===== src/rtl/pdemap_llr.sv =====
// Purpose: soft demapper, BPSK/QPSK/16QAM symbol -> 1/2/4 scaled, saturated max-log LLRs.
// Latency: first LLR is valid the cycle after symbol acceptance, then one LLR per cycle.
// Backpressure: LLR stream holds on !do_rdy; di_rdy only in IDLE or on the last LLR handshake.
//
// Ports:
//   clk, rst                      clock, async active-high reset
//   di_re/di_im/di_mode           equalised symbol and modulation (00 BPSK, 01 QPSK, 10 16QAM, 11 reserved)
//   di_vld/di_rdy                 symbol handshake
//   di_isig2/di_isig2_vld         inverse noise variance load
//   do_llr/do_last/do_vld/do_rdy  LLR stream, do_last marks the final LLR of a symbol
//   mode_err                      one-cycle pulse after a reserved-mode symbol is accepted
module pdemap_llr #(
    parameter int DW    = 12,
    parameter int IW    = 12,
    parameter int LW    = 8,
    parameter int SHIFT = 10,
    parameter int THR16 = 648
) (
    input  logic                 clk,
    input  logic                 rst,
    input  logic signed [DW-1:0] di_re,
    input  logic signed [DW-1:0] di_im,
    input  logic [1:0]           di_mode,
    input  logic                 di_vld,
    output logic                 di_rdy,
    input  logic [IW-1:0]        di_isig2,
    input  logic                 di_isig2_vld,
    output logic signed [LW-1:0] do_llr,
    output logic                 do_vld,
    output logic                 do_last,
    input  logic                 do_rdy,
    output logic                 mode_err
);

    localparam int MW = DW + 1;        // metric width
    localparam int PW = DW + IW + 2;   // product width

    localparam logic signed [MW-1:0] THR  = MW'(THR16);
    localparam logic signed [PW-1:0] LMAX = PW'((2 ** (LW - 1)) - 1);
    localparam logic signed [PW-1:0] LMIN = -LMAX;

    typedef enum logic {IDLE, EMIT} state_t;

    state_t               state, state_nxt;
    logic signed [MW-1:0] mbuf [4];
    logic [IW-1:0]        isig, isig_sh;
    logic [1:0]           beat, last_beat;
    logic                 accept, fire, is_last;
    logic signed [MW-1:0] re_x, im_x, re_abs, im_abs;
    logic signed [PW-1:0] m_ext, s_ext, prod, q;
    logic signed [LW-1:0] llr_sat;

    assign accept  = di_vld & di_rdy;
    assign fire    = do_vld & do_rdy;
    assign is_last = (beat == last_beat);

    // Metric formation; |x| of the most negative input still fits in DW+1 bits.
    always_comb begin
        re_x   = MW'(di_re);
        im_x   = MW'(di_im);
        re_abs = re_x[MW-1] ? -re_x : re_x;
        im_abs = im_x[MW-1] ? -im_x : im_x;
    end

    // Single shared multiplier; the shadow scale is unsigned, so zero-extend before signed multiply.
    always_comb begin
        m_ext = PW'(mbuf[beat]);
        s_ext = PW'($signed({1'b0, isig_sh}));
        prod  = m_ext * s_ext;
        q     = prod >>> SHIFT;
        if (q > LMAX)
            llr_sat = LW'(LMAX);
        else if (q < LMIN)
            llr_sat = LW'(LMIN);
        else
            llr_sat = LW'(q);
    end

    // FSM: state register
    always_ff @(posedge clk or posedge rst) begin
        if (rst)
            state <= IDLE;
        else
            state <= state_nxt;
    end

    // FSM: next state
    always_comb begin
        state_nxt = state;
        case (state)
            IDLE: if (accept) state_nxt = EMIT;
            EMIT: if (fire && is_last) state_nxt = accept ? EMIT : IDLE;
            default: state_nxt = IDLE;
        endcase
    end

    // FSM: outputs
    always_comb begin
        do_vld  = (state == EMIT);
        do_last = do_vld & is_last;
        do_llr  = do_vld ? llr_sat : '0;
        di_rdy  = (state == IDLE) | (do_vld & do_rdy & is_last);
    end

    // Symbol buffer, scale registers and beat counter
    always_ff @(posedge clk or posedge rst) begin
        if (rst) begin
            for (int i = 0; i < 4; i++)
                mbuf[i] <= '0;
            isig      <= '0;
            isig_sh   <= '0;
            beat      <= '0;
            last_beat <= '0;
            mode_err  <= 1'b0;
        end else begin
            mode_err <= accept && (di_mode == 2'b11);
            if (di_isig2_vld)
                isig <= di_isig2;
            if (accept) begin
                // A scale load coinciding with acceptance applies to this symbol.
                isig_sh <= di_isig2_vld ? di_isig2 : isig;
                beat    <= '0;
                case (di_mode)
                    2'b00: begin
                        mbuf[0]   <= re_x;
                        last_beat <= 2'd0;
                    end
                    2'b10: begin
                        mbuf[0]   <= re_x;
                        mbuf[1]   <= THR - re_abs;
                        mbuf[2]   <= im_x;
                        mbuf[3]   <= THR - im_abs;
                        last_beat <= 2'd3;
                    end
                    default: begin  // QPSK and reserved mode
                        mbuf[0]   <= re_x;
                        mbuf[1]   <= im_x;
                        last_beat <= 2'd1;
                    end
                endcase
            end else if (fire && !is_last) begin
                beat <= beat + 2'd1;
            end
        end
    end

endmodule


===== config.mk =====
export PLATFORM = sky130hd
export DESIGN_NAME = pdemap_llr
export DESIGN_NICKNAME = d
export VERILOG_FILES = /design/src/rtl/pdemap_llr.sv
export SDC_FILE = /design/constraint.sdc
export NUM_CORES = 1
export LEC_CHECK = 0
export ABC_AREA = 1
export CAP_MARGIN = 25
export CELL_PAD_IN_SITES_DETAIL_PLACEMENT = 0
export CELL_PAD_IN_SITES_GLOBAL_PLACEMENT = 1
export CORE_MARGIN = 2
export CORE_UTILIZATION = 35
export CTS_CLUSTER_DIAMETER = 100
export DETAILED_ROUTE_END_ITERATION = 8
export PLACE_DENSITY_LB_ADDON = 0.1
export SYNTH_ARGS = -nofsm -noshare
export SYNTH_HDL_FRONTEND = slang
export SYNTH_SLANG_ARGS = --single-unit

===== constraint.sdc =====
create_clock -name clk -period 9.82 [get_ports clk]
set_clock_uncertainty 0.2 [all_clocks]
set_input_delay 1.473 -clock clk [delete_from_list [all_inputs] [get_ports clk]]
set_output_delay 1.473 -clock clk [all_outputs]
set_load 0.005 [all_outputs]

==> results.sh, run 1 <==
export IMPL_cp_required_ns=8.15
export IMPL_crit_path_top_delay_cell="fa_1"
export IMPL_cts_tree="yes"
export IMPL_finalSetupViolCount=0
export IMPL_grtUsageTotal_pct=20.2
export IMPL_syn_area_per_cell_um2=7.55
export IMPL_drive_gt1_share_pct=3.85
export IMPL_place_inst=1825
export IMPL_yosys_most_used_dff="dfrtp_1"
export IMPL_synth_cell_types=44
export IMPL_gp_congestion=0.825
export IMPL_post_drt_wl_per_cell_um=16.1
export IMPL_drv_slew=0
export IMPL_hp_class="register to register"
export IMPL_dr_first_iter_drc_count=364
export IMPL_cts_buffers=9
export IMPL_fp_dieArea_um2=31900
export IMPL_crit_top_cell="fa_1"
export IMPL_ios=55
export IMPL_worstSetupEndpointType="output port"
export IMPL_syn_nets=1663
export IMPL_outcome="complete, no violations"
export IMPL_ant_nets=0
export IMPL_ctsHtreeMaxLevel=3
export IMPL_synth_top_area_share_pct=27.6
export IMPL_routed_via_count=8665
export IMPL_clockRootBuffer="clkbuf_16"
export IMPL_finalNonFillerCells=1845
export IMPL_yosysMostFrequentCell="inv_1"
export IMPL_place_worst_setup_slack_ns=0.650
export IMPL_core_area_um2=29800
export IMPL_grt_max_degree=67
export IMPL_period_needed_ns=9.28
export IMPL_postSynth_asyncResetShare_pct=100
export IMPL_rows=63
export IMPL_drv_cap=0
export IMPL_num_antenna_cells=0
export IMPL_antenna_found_initial=0
export IMPL_cp_max_fo=35
export IMPL_grt_pass1_vias=9250
export IMPL_drt_wl_total_um=29800
export IMPL_worst_pin_slew_ns=0.937
export IMPL_path_clk_slew_ns=0.06
export IMPL_yosysTopAreaCell="fa_1"
export IMPL_ys_top_cells_by_count="inv_1, nand2_1, fa_1"
export IMPL_synth_edff_count=0
export IMPL_period_share_pct=94.5
export IMPL_fp_dieW_um=178
export IMPL_dr_pass1_iters=7
export IMPL_clk_latency_ns=0.35
export IMPL_relSlewSlack_pct=37.3
export IMPL_grt_pass1_wl_um=49500
export IMPL_worstPathArrival_ns=7.60
export IMPL_yosysWarnings=0
export IMPL_max_freq_mhz=108
export IMPL_dp_hpwl_um=25500
export IMPL_grt_overflow_total=0
export IMPL_nFillCells=3179
export IMPL_setup_slack_ns=0.544
export IMPL_area_growth_pct=12.3
export IMPL_ys_ff_latch=79
export IMPL_critical_path_class="register to output port"
export IMPL_finish_net_count=1701
export IMPL_syn_inst=1412
export IMPL_viasPerCell=4.70
export IMPL_synth_cell_area_um2=10700
export IMPL_max_stage_delay_ns=0.64
export IMPL_start_util_pct=35.8
export IMPL_dieHeight_um=178
export IMPL_critPathLaunchType="register"
export IMPL_io_buffers=54
export IMPL_drc_errors=0
export IMPL_seq_area_frac_synth_pct=18.6
export IMPL_hold_viol=0
export IMPL_synthTopCellsByArea="fa_1, dfrtp_1, inv_1"
export IMPL_cts_sink_count=79
export IMPL_clockBufferDepth=2
-- stage by stage --
stage | hold WS (ns) | TNS, ns | area (um^2) | util (%)
6_report | 0.278 | 0 | 12000 | 40.1
5_1_grt | 0.310 | -0.00111 | 12000 | 40.1
4_1_cts | 0.283 | 0 | 11900 | 40.0
3_5_place_dp | 0.267 | 0 | 11600 | 38.9
3_3_place_gp | 0.266 | 0 | 11600 | 38.8
2_1_floorplan | 0.242 | 0 | 10700 | -
-- placed cells by master, fill, tap and decap left out, drive strengths merged --
| cell type | synthesis | routed |
|---|---|---|
| inv | 339 | 337 |
| nand2 | 330 | 330 |
| fa | 147 | 147 |
| nor2 | 140 | 140 |
| dfrtp | 79 | 79 |
| o21ai | 77 | 77 |
| ha | 61 | 61 |
| clkdlybuf4s50 | 0 | 54 |
| nand3 | 51 | 51 |
| a21oi | 40 | 40 |
| xor2 | 28 | 28 |
| xnor2 | 13 | 13 |
| o211ai | 13 | 13 |
| mux2 | 12 | 12 |
| clkbuf | 27 | 12 |
| nor3 | 9 | 9 |
| buf | 8 | 8 |
| o31ai | 5 | 5 |
| nor4 | 5 | 5 |
| clkinv | 2 | 5 |
| a31oi | 4 | 4 |
| o21bai | 4 | 4 |
| nand4 | 3 | 3 |
| nand3b | 3 | 3 |
| a21o | 2 | 2 |
| o21a | 2 | 2 |
| a22oi | 2 | 2 |
| bufinv | 0 | 2 |
| or2 | 2 | 2 |
| clkinvlp | 0 | 1 |
| nor3b | 1 | 1 |
| and2 | 1 | 1 |
| o221ai | 1 | 1 |
| a21boi | 1 | 1 |
-- cell type report --
cell class	count	area (um^2)	area share, %
tap	390	488	4.08
clock buffer	12	256	2.14
multi-input combinational	957	7250	60.6
timing repair buffer	62	621	5.19
inverter	341	1290	10.8
clock inverter	4	77.6	0.649
sequential	79	1980	16.5
-- flip-flops by register name, indices dropped and copies added (netlist names) --
name / cells
mode_err: 1
beat: 2
isig: 12
last_beat: 2
mbuf: 49
isig_sh: 12
do_vld: 1
-- worst paths after layout --
kind                       startpoint         to  slack (ns)  cells past startpoint
setup reg to reg              beat[0]   mbuf[33]        6.16                     11
hold / removal                mbuf[1]    mbuf[1]        0.28                      2
setup / recovery              beat[0]  do_llr[5]        0.54                     29
min in group asynchronous         rst    isig[0]        1.16                      2
max in group asynchronous         rst    beat[1]        7.10                      3
hold reg to reg               mbuf[1]    mbuf[1]        0.28                      2
-- critical path, delay by kind of cell, from the launching register on --
| kind | cells | cell delay (ns) |
|---|---|---|
| buf+inv | 10 | 1.57 |
| compound gates | 5 | 0.81 |
| simple gates | 7 | 1.02 |
| xor+xnor | 1 | 0.33 |
| flops | 1 | 0.40 |
| fa+ha+maj | 6 | 3.10 |
-- repair_timing --
action	CTS	global route
endpoints found under the setup margin	0	7
setup buffers	0	4
hold buffers	0	0
resized for setup	0	4
-- logic make-up after synthesis --
group	share of synthesized area, %
AO/OA/AOI/OAI	7.93
adder cells (fa/ha/maj)	34.8
XOR/XNOR	3.44
AND/OR/NAND/NOR	20.6
buffers and inverters	13.4
flip-flops	18.6
multiplexers	1.27
-- layer usage --
layer	part of all wire [%]	wire length (um)	vias to the layer above	track usage (%)
met3	2.7	791	17	2.41
met4	0.84	251	0	2.88
met1	47	13900	4231	27.2
li1	-	-	4298	-
met5	0	0	-	0
met2	50	14800	119	35.7
Power of run 1 is not shown: default switching activity piles up to over one toggle a cycle in this logic, so the estimate is an artifact.
==> run 2: changes to the inputs <==
--- a/config.mk
+++ b/config.mk
@@ -14,6 +14,8 @@
 export CTS_CLUSTER_DIAMETER = 100
 export DETAILED_ROUTE_END_ITERATION = 8
 export PLACE_DENSITY_LB_ADDON = 0.1
+export SLEW_MARGIN = 20
 export SYNTH_ARGS = -nofsm -noshare
 export SYNTH_HDL_FRONTEND = slang
 export SYNTH_SLANG_ARGS = --single-unit
+export TNS_END_PERCENT = 30
==> results.sh, run 2 (same netlist as run 1, synthesis figures left out) <==
export IMPL_outcome="complete, no violations"
export IMPL_critPathBufInv=8
export IMPL_fp_dieArea_um2=31900
export IMPL_clockRootBuffer="clkbuf_16"
export IMPL_grt_pass1_vias=9224
export IMPL_routed_via_count=8610
export IMPL_cts_buffers=9
export IMPL_finalSetupViolCount=0
export IMPL_met1_usage_pct=27.2
export IMPL_hp_class="register to register"
export IMPL_grt_most_used_layer="met2"
export IMPL_rsz0062_at_grt="false"
export IMPL_dp_hpwl_um=25500
export IMPL_ant_nets=0
export IMPL_clockBufferDepth=2
export IMPL_period_share_pct=92.9
export IMPL_critPathTopFamily="adder cells"
export IMPL_drt_wl_total_um=29700
export IMPL_cts_tree="yes"
export IMPL_io_buffers=54
export IMPL_finish_net_count=1697
export IMPL_hold_viol=0
export IMPL_path_depth=33
export IMPL_top_register="mbuf"
export IMPL_antenna_found_initial=0
export IMPL_relSlewSlack_pct=40.0
export IMPL_met3_usage_pct=1.77
export IMPL_drv_cap=0
export IMPL_critPathLaunchType="register"
export IMPL_ios=55
export IMPL_worstPathArrival_ns=7.45
export IMPL_area_growth_pct=11.8
export IMPL_dieHeight_um=178
export IMPL_ctsHtreeMaxLevel=3
export IMPL_path_clk_slew_ns=0.06
export IMPL_reg2reg_depth=11
export IMPL_dr_pass1_iters=5
export IMPL_max_freq_mhz=110
export IMPL_grtUsageTotal_pct=20.2
export IMPL_drive_gt1_share_pct=3.59
export IMPL_core_area_um2=29800
export IMPL_period_needed_ns=9.12
export IMPL_worstSetupEndpointType="output port"
export IMPL_drv_slew=0
export IMPL_nFillCells=3239
export IMPL_hold_depth=2
export IMPL_largest_reg_flops=49
export IMPL_fp_dieW_um=178
export IMPL_final_common_cell="inv_1"
export IMPL_cp_required_ns=8.15
export IMPL_hp_start="mbuf[1]"
export IMPL_crit_path_top_delay_cell="fa_1"
export IMPL_use_met2_pct=36.3
export IMPL_max_stage_delay_ns=0.60
export IMPL_cp_max_fo=35
export IMPL_hold_end="mbuf[1]"
export IMPL_clk_latency_ns=0.33
export IMPL_post_cts_buffers=0
export IMPL_rr_startpoint="beat[0]"
export IMPL_dr_first_iter_drc_count=428
export IMPL_timing_rr_end="mbuf[33]"
export IMPL_worst_pin_slew_ns=0.896
export IMPL_final_cell_mix="inv_1, nand2_1, fa_1"
export IMPL_cts_sink_count=79
export IMPL_grt_overflow_total=0
export IMPL_gp_congestion=0.825
export IMPL_grt_max_degree=67
export IMPL_finalSetupTns_ns=0
export IMPL_critical_path_class="register to output port"
export IMPL_reg_top3="mbuf x49, isig x12, isig_sh x12"
export IMPL_drc_errors=0
export IMPL_grt_pass1_wl_um=49400
export IMPL_post_drt_wl_per_cell_um=16.1
export IMPL_rows=63
export IMPL_viasPerCell=4.68
export IMPL_start_util_pct=35.8
export IMPL_regToRegSetupSlack_ns=6.17
export IMPL_num_antenna_cells=0
-- run 2: cell count changes in the layout (fill, tap and decap cells not counted) --
cell,before,now
nor4_1,5,4
clkbuf_1,1,0
nor4_2,0,1
buf_8,0,1
clkinv_2,1,2
clkinvlp_4,1,0
buf_16,1,0
buf_4,7,3
clkbuf_8,2,1
inv_1,333,334
-- run 2: layer usage --
metal,vias to the layer above,share of wire (%)
met5,-,0
met4,0,0.64
met3,13,2.3
met2,98,50
met1,4214,47
li1,4285,-
-- run 2: worst max-delay path by stage --
stage            start   endpoint  slack, ns
3_5_place_dp   beat[1]  do_llr[5]       0.68
4_1_cts        beat[1]  do_llr[5]       0.29
2_1_floorplan  beat[0]  do_llr[1]       1.94
6_report       beat[0]  do_llr[5]       0.70
3_3_place_gp   beat[1]  do_llr[6]       0.87
5_1_grt        beat[0]  do_llr[1]       0.02
-- run 2: metrics by stage --
stage / hold slack, ns / cell area, um^2 / worst slack (ns) / instances / utilization, %
floorplan: 0.242 / 10700 / 1.94 / 1412 / -
global placement: 0.266 / 11600 / 0.869 / 1824 / 38.8
detailed placement: 0.271 / 11600 / 0.675 / 1825 / 38.8
CTS: 0.287 / 11900 / 0.291 / 1840 / 39.9
global route: 0.310 / 11900 / 0.0161 / 1840 / 40.0
finish: 0.280 / 11900 / 0.699 / 1840 / 40.0
-- run 2: area by class of cell --
type / count / area [um^2] / area share [%]
multi-input combinational: 957 / 7260 / 61.0
sequential: 79 / 1980 / 16.6
inverter: 341 / 1280 / 10.8
timing repair buffer: 58 / 578 / 4.85
tap: 390 / 488 / 4.10
clock buffer: 10 / 239 / 2.01
clock inverter: 5 / 82.6 / 0.693
-- run 2: repair_timing --
action,CTS,global route
hold buffers,0,0
gates resized for setup,0,4
setup endpoints to repair,0,7
-- run 2: tightest hold or removal path, stage by stage (launching register included) --
cell	delay (ns)
dfrtp_1	0.35
nand2_1	0.06
nand2_1	0.05
Power of run 2 is left out for the same reason.
